`config.mk`:
```
export PLATFORM = sky130hd
export DESIGN_NAME = snn_layer_scheduler
export DESIGN_NICKNAME = d
export VERILOG_FILES = /design/src/rtl/snn_layer_scheduler.sv
export SDC_FILE = /design/constraint.sdc
export NUM_CORES = 1
export LEC_CHECK = 0
export BUFFER_PORTS_ARGS = -buffer_cell sky130_fd_sc_hd__buf_2
export CORE_MARGIN = 2
export CORE_UTILIZATION = 53
export DETAILED_ROUTE_END_ITERATION = 8
export PLACE_DENSITY = 0.83
export SETUP_SLACK_MARGIN = 0.2
export SLEW_MARGIN = 20
export SYNTH_ARGS = -nofsm -noshare
export SYNTH_HDL_FRONTEND = slang
export SYNTH_SLANG_ARGS = --single-unit
```
`constraint.sdc`:
```
create_clock -name clk -period 1.8 [get_ports clk]
set_input_delay 0.36 -clock clk [delete_from_list [all_inputs] [get_ports clk]]
set_output_delay 0.36 -clock clk [all_outputs]
set_load 0.02 [all_outputs]
```
`src/rtl/snn_layer_scheduler.sv`:
```
// Sequences NEURONS virtual neurons through one shared leaky-integrator datapath,
// one neuron per cycle, and collects the thresholded results into a spike vector.
module snn_layer_scheduler #(
    parameter int NEURONS       = 8,
    parameter int SYNAPSES      = 8,
    parameter int MEMBRANE_BITS = $clog2(SYNAPSES) + 2
) (
    input  logic                            clk,
    input  logic                            reset,
    input  logic                            start,
    input  logic        [SYNAPSES-1:0]      in_spikes,
    input  logic        [2:0]               shift_cfg,
    input  logic signed [MEMBRANE_BITS-1:0] bias_cfg,
    input  logic signed [MEMBRANE_BITS-1:0] threshold,
    input  logic                            wr_en,
    input  logic        [$clog2(NEURONS)-1:0] wr_addr,
    input  logic        [SYNAPSES-1:0]      wr_data,
    output logic                            wr_ready,
    output logic        [SYNAPSES-1:0]      dp_inputs,
    output logic        [SYNAPSES-1:0]      dp_weights,
    output logic        [2:0]               dp_shift,
    output logic signed [MEMBRANE_BITS-1:0] dp_bias,
    output logic signed [MEMBRANE_BITS-1:0] dp_last_membrane,
    input  logic signed [MEMBRANE_BITS-1:0] dp_new_membrane,
    output logic                            busy,
    output logic                            done,
    output logic        [NEURONS-1:0]       out_spikes
);
    localparam int IW = $clog2(NEURONS);

    typedef enum logic [1:0] {IDLE, RUN, FINISH} state_t;

    state_t                          state;
    logic [IW-1:0]                   idx;
    logic [SYNAPSES-1:0]             weights  [NEURONS];
    logic signed [MEMBRANE_BITS-1:0] membrane [NEURONS];
    logic [SYNAPSES-1:0]             lat_spikes;
    logic [2:0]                      lat_shift;
    logic signed [MEMBRANE_BITS-1:0] lat_bias;
    logic signed [MEMBRANE_BITS-1:0] lat_thr;
    logic [NEURONS-1:0]              acc;
    logic [NEURONS-1:0]              acc_next;
    logic                            fire;

    // The datapath sees a neuron only while RUN; otherwise its inputs are parked at zero.
    always_comb begin
        dp_inputs        = '0;
        dp_weights       = '0;
        dp_shift         = '0;
        dp_bias          = '0;
        dp_last_membrane = '0;
        if (state == RUN) begin
            dp_inputs        = lat_spikes;
            dp_weights       = weights[idx];
            dp_shift         = lat_shift;
            dp_bias          = lat_bias;
            dp_last_membrane = membrane[idx];
        end
    end

    always_comb begin
        fire          = (state == RUN) && (dp_new_membrane >= lat_thr);
        acc_next      = acc;
        acc_next[idx] = fire;
    end

    always_ff @(posedge clk) begin
        if (reset) begin
            state      <= IDLE;
            idx        <= '0;
            acc        <= '0;
            lat_spikes <= '0;
            lat_shift  <= '0;
            lat_bias   <= '0;
            lat_thr    <= '0;
            out_spikes <= '0;
            busy       <= 1'b0;
            done       <= 1'b0;
            wr_ready   <= 1'b1;
            for (int i = 0; i < NEURONS; i++) begin
                weights[i]  <= '0;
                membrane[i] <= '0;
            end
        end else begin
            case (state)
                IDLE: begin
                    done <= 1'b0;
                    if (wr_en) weights[wr_addr] <= wr_data;
                    if (start) begin
                        lat_spikes <= in_spikes;
                        lat_shift  <= shift_cfg;
                        lat_bias   <= bias_cfg;
                        lat_thr    <= threshold;
                        acc        <= '0;
                        idx        <= '0;
                        state      <= RUN;
                        busy       <= 1'b1;
                        wr_ready   <= 1'b0;
                    end
                end
                RUN: begin
                    acc           <= acc_next;
                    // Reset by subtraction keeps the overshoot above threshold.
                    membrane[idx] <= fire ? dp_new_membrane - lat_thr : dp_new_membrane;
                    idx           <= idx + 1'b1;
                    if (idx == IW'(NEURONS - 1)) begin
                        state      <= FINISH;
                        done       <= 1'b1;
                        out_spikes <= acc_next;
                    end
                end
                FINISH: begin
                    state    <= IDLE;
                    done     <= 1'b0;
                    busy     <= 1'b0;
                    wr_ready <= 1'b1;
                end
                default: state <= IDLE;
            endcase
        end
    end
endmodule

```
==> impl_summary.log, run 1 <==
INFO  metric route.detailed.vias_per_inst = 6.04
INFO  metric route.detailed.drc = 0
INFO  metric regToRegStartpoint = lat_thr[1]
INFO  metric power.switching_fraction = 27.2%
INFO  metric grt_overflow_total = 0
INFO  metric finalNetCount = 780
INFO  metric yosysWarningCount = 0
INFO  metric initial_utilization = 54.8%
INFO  metric worstRegToRegCells = 10
INFO  metric cts.root.buffer_cell = sky130_fd_sc_hd__clkbuf_16
INFO  metric drt-initial-drc-count = 481
INFO  metric synth_enable_flop_cells = 104
INFO  metric timing.setup.critical_path_class = flip-flop to output pin
INFO  metric track_usage = 27.0%
INFO  metric tritoncts.num_buffers = 17
INFO  metric endpoint_kind = output pin
INFO  metric num_rows = 41
INFO  metric syn-mean-instance-area = 11.7 um^2
INFO  metric fraction_of_layout_cells_with_a_size_suffix_above_1 = 52.0%
INFO  metric critical_path.reg2reg.endpoint = membrane[2][4]
INFO  metric cts_sinks = 152
INFO  metric synth_seq_area_share = 58.6%
INFO  metric seq_cell_area = 4090 um^2
INFO  metric nFillCells = 714
INFO  metric grt_pass1_vias = 5592
INFO  metric hpwlAfterDp = 10800 um
INFO  metric totalWireLength = 21300 um
INFO  metric vert_die_dim = 119 um
INFO  metric final_cell_mix = sky130_fd_sc_hd__edfxtp_1 (104), sky130_fd_sc_hd__nand2_1 (55), sky130_fd_sc_hd__buf_2 (54), sky130_fd_sc_hd__dfxtp_1 (42), sky130_fd_sc_hd__buf_4 (42)
INFO  metric netlist-cell-type-count = 39
INFO  metric p_leak = 3.66 nW
INFO  metric route.vias.total = 5534
INFO  metric place_worst_setup_slack = -453 ps
INFO  metric time_the_worst_path_needs_with_i_o_delays_and_setup = 2370 ps
INFO  metric routed_wire_length_per_instance = 23.2 um
INFO  metric latest_clock_arrival_within_the_worst_skew_pair = 430 ps
INFO  metric grt_antenna_before_repair = 0
INFO  metric yosys_most_used_dff = sky130_fd_sc_hd__edfxtp_1
INFO  metric worst_setup_margin = -569 ps
INFO  metric grt_pass1_wl = 29200 um
INFO  metric timing.critical_path.to = dp_last_membrane[2]
INFO  metric synth-seq-cells = 152
INFO  metric clock_power_share = 39.7%
INFO  metric die_width = 119 um
INFO  metric final-setup-viol-count = 76
INFO  metric period_share = 132%
INFO  metric final_common_cell = sky130_fd_sc_hd__edfxtp_1
INFO  metric start_kind = flip-flop
INFO  metric holdWs = 159 ps
INFO  metric die-area = 14100 um^2
INFO  metric clock_pin_transition_on_the_worst_setup_and_hold_timing_paths = 70 ps
INFO  metric globalplace.congestion = 0.863
INFO  metric failed_checks = negative setup slack
INFO  metric synth_top_area_cell = sky130_fd_sc_hd__edfxtp_1
INFO  metric tightestPinTransition = 621 ps
INFO  metric syn_nets = 643
INFO  metric placeableCoreArea = 12700 um^2
INFO  metric multi_input_area = 3510 um^2
INFO  metric final_antenna_net_count = 0
INFO  metric power_switching = 2.33 mW
INFO  metric finalHoldViolations = 0
INFO  metric internal_power = 6.23 mW
INFO  metric hold_path_class = primary input to flip-flop
INFO  metric setup_tns = -24690 ps
INFO  metric postPlaceCellArea = 8080 um^2
INFO  metric combPwrFrac = 14.4%
INFO  metric rsz0062_at_grt = true
INFO  metric status = finished with violations
INFO  metric final.setup_skew = 7.16 ps
INFO  metric grt_start_max_net_pins = 50
INFO  metric synth_area = 6970 um^2
INFO  metric postSynth.asyncResetShare = 0%
INFO  metric p_per_area = 881 nW/um^2
INFO  metric buffer_ports.inserted = 80
INFO  metric io_pins = 81
INFO  metric power.total = 8.57 mW
INFO  metric tritoncts = built
INFO  metric timing.critical_path.arrival = 2010 ps
INFO  metric cts_hold_buf = 0
INFO  metric syn_inst = 594
INFO  metric antenna_diode_instance_count = 0
INFO  metric share_seq_of_total_power = 45.9%
INFO  metric drt_pass1_iterations = 5
INFO  metric crit_path_max_fanout = 8
INFO  metric vdd.ir_drop.worst = 977 uV
INFO  metric maxCapViolations = 0
INFO  metric worstPathRequired = 1440 ps
INFO  metric synth.top_cell.area_share = 44.8%
INFO  metric synth.top_cells.by_area = sky130_fd_sc_hd__edfxtp_1 (45%), sky130_fd_sc_hd__dfxtp_1 (14%), sky130_fd_sc_hd__mux4_2 (8.4%), sky130_fd_sc_hd__and2_1 (5.9%), sky130_fd_sc_hd__nor2_1 (4.6%)
INFO  metric maxSlewViolCount = 0
INFO  metric reg2reg_slack = -420 ps
INFO  metric htree_num_levels = 4
INFO  metric max_clock_freq = 422 MHz
INFO  metric max-clock-path-buffers = 2
INFO  metric layout_area_overhead = 39.5%
INFO  metric maxSlewHeadroom = 58.6%
INFO  metric final_cell_area = 9720 um^2
## stage by stage
step / utilization (%) / instances
CTS: 72.4 / 911
global route: 76.4 / 916
finish: 76.4 / 916
floorplan: - / 594
detailed placement: 63.5 / 867
global placement: 63.5 / 867
## registers in the layout, summed over array words and instances (netlist names), 2 cells and up, named ones only
name,flops
acc,8
idx,3
lat_bias,5
lat_shift,3
lat_spikes,8
lat_thr,5
membrane,40
out_spikes,8
state,2
weights,64
## Yosys cell counts (2+ instances only)
cell	instances
sky130_fd_sc_hd__nor3_2	2
sky130_fd_sc_hd__mux2_2	2
sky130_fd_sc_hd__dfxtp_1	48
sky130_fd_sc_hd__nand3_1	5
sky130_fd_sc_hd__and3_1	18
sky130_fd_sc_hd__nor3b_1	2
sky130_fd_sc_hd__nand2b_1	20
sky130_fd_sc_hd__clkbuf_1	23
sky130_fd_sc_hd__nor2_1	85
sky130_fd_sc_hd__nor3_1	2
sky130_fd_sc_hd__xnor2_1	2
sky130_fd_sc_hd__nand2_1	63
sky130_fd_sc_hd__a21oi_1	38
sky130_fd_sc_hd__buf_6	2
sky130_fd_sc_hd__a311oi_2	2
sky130_fd_sc_hd__or2_2	9
sky130_fd_sc_hd__nor2b_1	7
sky130_fd_sc_hd__or2_1	2
sky130_fd_sc_hd__buf_2	6
sky130_fd_sc_hd__a311oi_1	6
sky130_fd_sc_hd__ha_1	7
sky130_fd_sc_hd__mux2i_1	13
sky130_fd_sc_hd__edfxtp_1	104
sky130_fd_sc_hd__and2_1	66
sky130_fd_sc_hd__mux2i_4	2
sky130_fd_sc_hd__inv_1	10
sky130_fd_sc_hd__mux4_2	26
sky130_fd_sc_hd__o21ai_0	11
## cell type report
cell class                 count  area share (%)
clock buffer                  17            4.38
tap                          172            2.21
sequential                   152            42.1
timing repair inverter         2           0.154
clock inverter                15            1.38
inverter                      10           0.425
timing repair buffer         148            13.2
multi-input combinational    400            36.2
## layer usage
layer  track usage [%]  up-vias  share of wire [%]
li1                  -     2373                  -
met1              31.3     2718                 36
met2              46.8      374                 52
met3              6.27       69                8.5
met4              13.9        0                4.0
met5                 0        -                  0
## power by group through the flow
stage	clock network (mW)	registers, mW	logic [mW]
floorplan	0	3.98	0.587
global placement	0	3.98	0.856
detailed placement	0	4.00	0.889
CTS	3.37	3.92	1.03
global route	3.53	3.94	1.29
finish	3.40	3.94	1.23
## cells by family after synthesis
family	after synthesis	synth area share (%)
buffers and inverters	42	2.59
muxes	43	11.2
xor gates and xnor gates	2	0.251
DFF	152	58.6
AOI/OAI and AO/OA	63	5.53
and+or+nand+nor	284	20.2
adders and majority gates	8	1.54
## critical path, cell delays in order (launching register included)
cell and delay (ps):
sky130_fd_sc_hd__dfxtp_4 420, sky130_fd_sc_hd__buf_12 160, sky130_fd_sc_hd__mux4_2 540, sky130_fd_sc_hd__mux2i_2 250, sky130_fd_sc_hd__nor2_2 60, sky130_fd_sc_hd__buf_6 140
## how the worst min path moves through the flow
stage / slack [ps] / cells after the start / start / to
3_5_place_dp: 440 / 2 / lat_bias[4] / lat_bias[4]
2_1_floorplan: 430 / 2 / lat_bias[4] / lat_bias[4]
3_3_place_gp: 440 / 2 / lat_spikes[4] / lat_spikes[4]
4_1_cts: 160 / 3 / threshold[1] / lat_thr[1]
5_1_grt: 170 / 3 / in_spikes[2] / lat_spikes[2]
6_report: 160 / 3 / threshold[1] / lat_thr[1]
## repair_timing
item                       in CTS  in global routing
gates resized for setup       130                122
setup endpoints to repair     210                254
cloned                          2                  1
buffers inserted               10                  4
pin swaps                      22                 16
(Power assumes the default switching activity.)
==> inputs of run 2 (changes only) <==
ABC_AREA = 1   (was not set)
BUFFER_PORTS_ARGS = not set   (was -buffer_cell sky130_fd_sc_hd__buf_2)
CORE_UTILIZATION = 55   (was 53)
CTS_BUF_LIST = sky130_fd_sc_hd__clkbuf_4 sky130_fd_sc_hd__clkbuf_8   (was not set)
DONT_BUFFER_PORTS = 1   (was not set)
PLACE_DENSITY = 0.8   (was 0.83)
==> run 2 against run 1 <==
The flow still finishes with violations (negative setup slack). Flip-flop and latch count unchanged. Non-clock buffer count down 70. Sequential share of layout area up 1.0 points. Register-to-register slack better by 210 ps. Clock power down 22%. Critical path type unchanged. Largest cell class unchanged.
==> impl_summary.log, run 2 <==
INFO  metric buffer_ports.inserted = 0 (-100%)
INFO  metric final_antenna_net_count = 0 (unchanged)
INFO  metric power.switching_fraction = 29.7% (+2.5 points)
INFO  metric hold_path_class = primary input to flip-flop
INFO  metric final-setup-viol-count = 54 (-29%)
INFO  metric final_common_cell = sky130_fd_sc_hd__nor2_1
INFO  metric syn_nets = 822 (+28%)
INFO  metric crit_path_max_fanout = 5 (-3)
INFO  metric max-clock-path-buffers = 2 (unchanged)
INFO  metric postSynth.asyncResetShare = 0% (unchanged)
INFO  metric dominant_combinational_cell_family_by_area_after_synthesis = simple AND/OR/NAND/NOR gates
INFO  metric maxSlewViolCount = 0 (unchanged)
INFO  metric status = finished with violations
INFO  metric worstPathRequired = 1440 ps (about the same)
INFO  metric largest_register_ff_count = 64 (unchanged)
INFO  metric route.detailed.drc = 0 (unchanged)
INFO  metric postPlaceCellArea = 7380 um^2 (-8.7%)
INFO  metric num_rows = 41 (unchanged)
INFO  metric clock_power_share = 32.7% (-7.0 points)
INFO  metric grt_start_max_net_pins = 47 (-6.0%)
INFO  metric reg.largest.list = weights: 64 flops, membrane: 40 flops
INFO  metric combPwrFrac = 18.6% (+4.2 points)
INFO  metric netlist-cell-type-count = 30 (-23%)
INFO  metric synth.top_cells.by_area = sky130_fd_sc_hd__edfxtp_1 (45%), sky130_fd_sc_hd__dfxtp_1 (14%), sky130_fd_sc_hd__nor2_1 (11%), sky130_fd_sc_hd__o21ai_0 (6.0%), sky130_fd_sc_hd__nand2_1 (5.2%)
INFO  metric tritoncts = built
INFO  metric max_clock_freq = 454 MHz (+7.4%)
INFO  metric layout_area_overhead = 36.8%
INFO  metric track_usage = 28.3% (+1.3 points)
INFO  metric placeableCoreArea = 12500 um^2 (-2.0%)
INFO  metric antenna_diode_instance_count = 0 (unchanged)
INFO  metric regToRegStartpoint = lat_thr[0]
INFO  metric p_per_area = 854 nW/um^2 (-3.1%)
INFO  metric initial_utilization = 55.8% (+1.0 points)
INFO  metric hold_path_end = busy
INFO  metric htree_num_levels = 4 (unchanged)
INFO  metric finalNetCount = 884 (+13%)
INFO  metric hpwlAfterDp = 10900 um (+1.1%)
INFO  metric synth_compound_area_share = 10.6% (+5.1 points)
INFO  metric synth_top_area_cell = sky130_fd_sc_hd__edfxtp_1
INFO  metric rsz0062_at_grt = true
INFO  metric place_worst_setup_slack = -28.4 ps (+425 ps)
INFO  metric synth-seq-cells = 152 (unchanged)
INFO  metric syn_inst = 773 (+30%)
INFO  metric routed_wire_length_per_instance = 21.8 um (-6.2%)
INFO  metric cts_sinks = 152 (unchanged)
INFO  metric drt_pass1_iterations = 5 (unchanged)
INFO  metric totalWireLength = 22200 um (+4.4%)
INFO  metric time_the_worst_path_needs_with_i_o_delays_and_setup = 2200 ps (-164 ps)
INFO  metric yosysWarningCount = 0 (unchanged)
INFO  metric grt_overflow_total = 0 (unchanged)
INFO  metric clock_pin_transition_on_the_worst_setup_and_hold_timing_paths = 80 ps (about the same)
INFO  metric fraction_of_layout_cells_with_a_size_suffix_above_1 = 35.7% (-16 points)
INFO  metric io_pins = 81 (unchanged)
INFO  metric vert_die_dim = 116 um (-1.9%)
INFO  metric latest_clock_arrival_within_the_worst_skew_pair = 480 ps (+50 ps)
INFO  metric synth.mux.area_fraction = 1.87% (-9.4 points)
INFO  metric yosys-top-cells-count = sky130_fd_sc_hd__nor2_1 (212), sky130_fd_sc_hd__edfxtp_1 (104), sky130_fd_sc_hd__nand2_1 (96)
INFO  metric grt_pass1_vias = 5736 (+2.6%)
INFO  metric yosys.area_share.xor_xnor = 0.126% (-0.13 points)
INFO  metric final_util = 76.4% (about the same)
INFO  metric final.setup_skew = 19.2 ps (+12.0 ps)
INFO  metric tritoncts.num_buffers = 17 (unchanged)
INFO  metric start_kind = flip-flop
INFO  metric tightestPinTransition = 884 ps (+263 ps)
INFO  metric internal_power = 5.71 mW (-8.4%)
INFO  metric grt_antenna_before_repair = 1 (+1)
INFO  metric synth_seq_area_share = 58.7% (+0.11 points)
INFO  metric top_register = weights
INFO  metric share_seq_of_total_power = 48.7% (+2.8 points)
INFO  metric period_share = 122% (-9.1 points)
INFO  metric yosys_most_used_dff = sky130_fd_sc_hd__edfxtp_1
INFO  metric endpoint_kind = output pin
INFO  metric die_width = 116 um (-1.9%)
INFO  metric whs_path_depth = 1 (-2)
INFO  metric holdCritStartpoint = reset
INFO  metric maxCapViolations = 0 (unchanged)
INFO  metric timing.critical_path.arrival = 1840 ps (-170 ps)
INFO  metric synth_area = 6960 um^2 (-0.18%)
INFO  metric worstRegToRegCells = 7 (-3)
INFO  metric die-area = 13600 um^2 (-3.7%)
INFO  metric cts.root.buffer_cell = sky130_fd_sc_hd__clkbuf_8
INFO  metric reg2reg_slack = -210 ps (+210 ps)
INFO  metric yosys.cell_count.top_type = sky130_fd_sc_hd__nor2_1
INFO  metric final_cell_mix = sky130_fd_sc_hd__nor2_1 (147), sky130_fd_sc_hd__edfxtp_1 (104), sky130_fd_sc_hd__o21ai_0 (62), sky130_fd_sc_hd__inv_1 (57), sky130_fd_sc_hd__nand2_1 (57)
INFO  metric finalHoldViolations = 0 (unchanged)
INFO  metric syn-mean-instance-area = 9.00 um^2 (-23%)
INFO  metric final_cell_area = 9520 um^2 (-2.1%)
INFO  metric post_synth_and_or_nand_nor_area_fraction = 20.9% (+0.67 points)
INFO  metric vdd.ir_drop.worst = 572 uV (-41%)
INFO  metric p_leak = 3.58 nW (-2.2%)
INFO  metric synth.top_cell.area_share = 44.9% (+0.081 points)
INFO  metric worst_setup_margin = -405 ps (+164 ps)
INFO  metric drt-initial-drc-count = 643 (+34%)
INFO  metric route.vias.total = 6127 (+11%)
INFO  metric globalplace.congestion = 0.883 (+2.4%)
INFO  metric maxSlewHeadroom = 41.0% (-18 points)
INFO  metric route.detailed.vias_per_inst = 6.01 (-0.57%)
INFO  metric power_switching = 2.41 mW (+3.5%)
INFO  metric grt_pass1_wl = 28800 um (-1.3%)
INFO  metric synthAdderAreaFrac = 1.55% (+0.0028 points)
INFO  metric timing.setup.critical_path_class = flip-flop to output pin
INFO  metric synth_enable_flop_cells = 104 (unchanged)
INFO  metric failed_checks = negative setup slack
INFO  metric critical_path.reg2reg.endpoint = membrane[0][4]
[run 2: cell families (layout without fill, tap and decap cells)]
group	Yosys count	count (layout)
mux	13	13
compound gates	138	138
simple gates	358	358
fa+ha+maj	8	8
buf+inv	103	178
flops	152	152
xor+xnor	1	1
[run 2: through the flow]
stage / total power, mW / hold WS (ps) / TNS [ps] / cells
global route: 8.30 / 61.2 / -11010 / 1020
detailed placement: 4.88 / 434 / -183 / 938
finish: 8.13 / 86.8 / -7330 / 1020
global placement: 4.84 / 432 / 0 / 938
floorplan: 4.65 / 426 / 0 / 773
CTS: 7.66 / 0.994 / -3870 / 988
[run 2: power by group through the flow]
stage	registers (mW)	clock network, mW	logic, mW
after floorplan	3.99	0	0.660
after global placement	4.00	0	0.838
after detailed placement	4.01	0	0.871
after CTS	3.94	2.57	1.15
after global routing	3.97	2.75	1.58
final	3.96	2.66	1.51
[run 2: timing repair]
action | in CTS | in global routing
gates cloned | 2 | 1
setup buffers | 15 | 31
gates resized for setup | 152 | 169
pin swaps | 48 | 59
endpoints found under the setup margin | 96 | 182
endpoints found under the hold margin | 5 | 0
hold buffers | 1 | 0
[run 2: layout make-up]
| type | count | area, um^2 |
|---|---|---|
| Fill cell | 705 | 2950 |
| Inverter | 68 | 273 |
| Tap cell | 172 | 215 |
| Sequential cell | 152 | 4110 |
| Multi-Input combinational cell | 518 | 3660 |
| Clock inverter | 13 | 129 |
| Clock buffer | 19 | 262 |
| Timing Repair Buffer | 78 | 868 |
[run 2: per-layer routing]
layer | up-vias | wire [um] | global-route usage (%)
met5 | - | 16 | 0
met4 | 2 | 1020 | 12.8
met3 | 104 | 1620 | 6.69
met2 | 359 | 11800 | 51.4
met1 | 2972 | 7810 | 31.7
li1 | 2690 | - | -
[run 2: critical path: stages (launching register included)]
cell,delay [ps]
sky130_fd_sc_hd__dfxtp_4,380
sky130_fd_sc_hd__buf_8,150
sky130_fd_sc_hd__clkbuf_16,160
sky130_fd_sc_hd__o21ai_0,100
sky130_fd_sc_hd__o22ai_1,240
sky130_fd_sc_hd__nor2_1,100
sky130_fd_sc_hd__nor2_2,240
[run 2: worst max path at each step]
stage	startpoint	end	slack [ps]	cells after the start
after global routing	flip-flop	dp_last_membrane[3]	-480	8
after CTS	flip-flop	dp_weights[2]	-350	7
after detailed placement	lat_thr[1]	membrane[6][2]	-30	9
after floorplan	dp_new_membrane[0]	membrane[0][4]	90	8
final	flip-flop	dp_weights[7]	-400	6
after global placement	dp_new_membrane[0]	membrane[6][4]	30	8
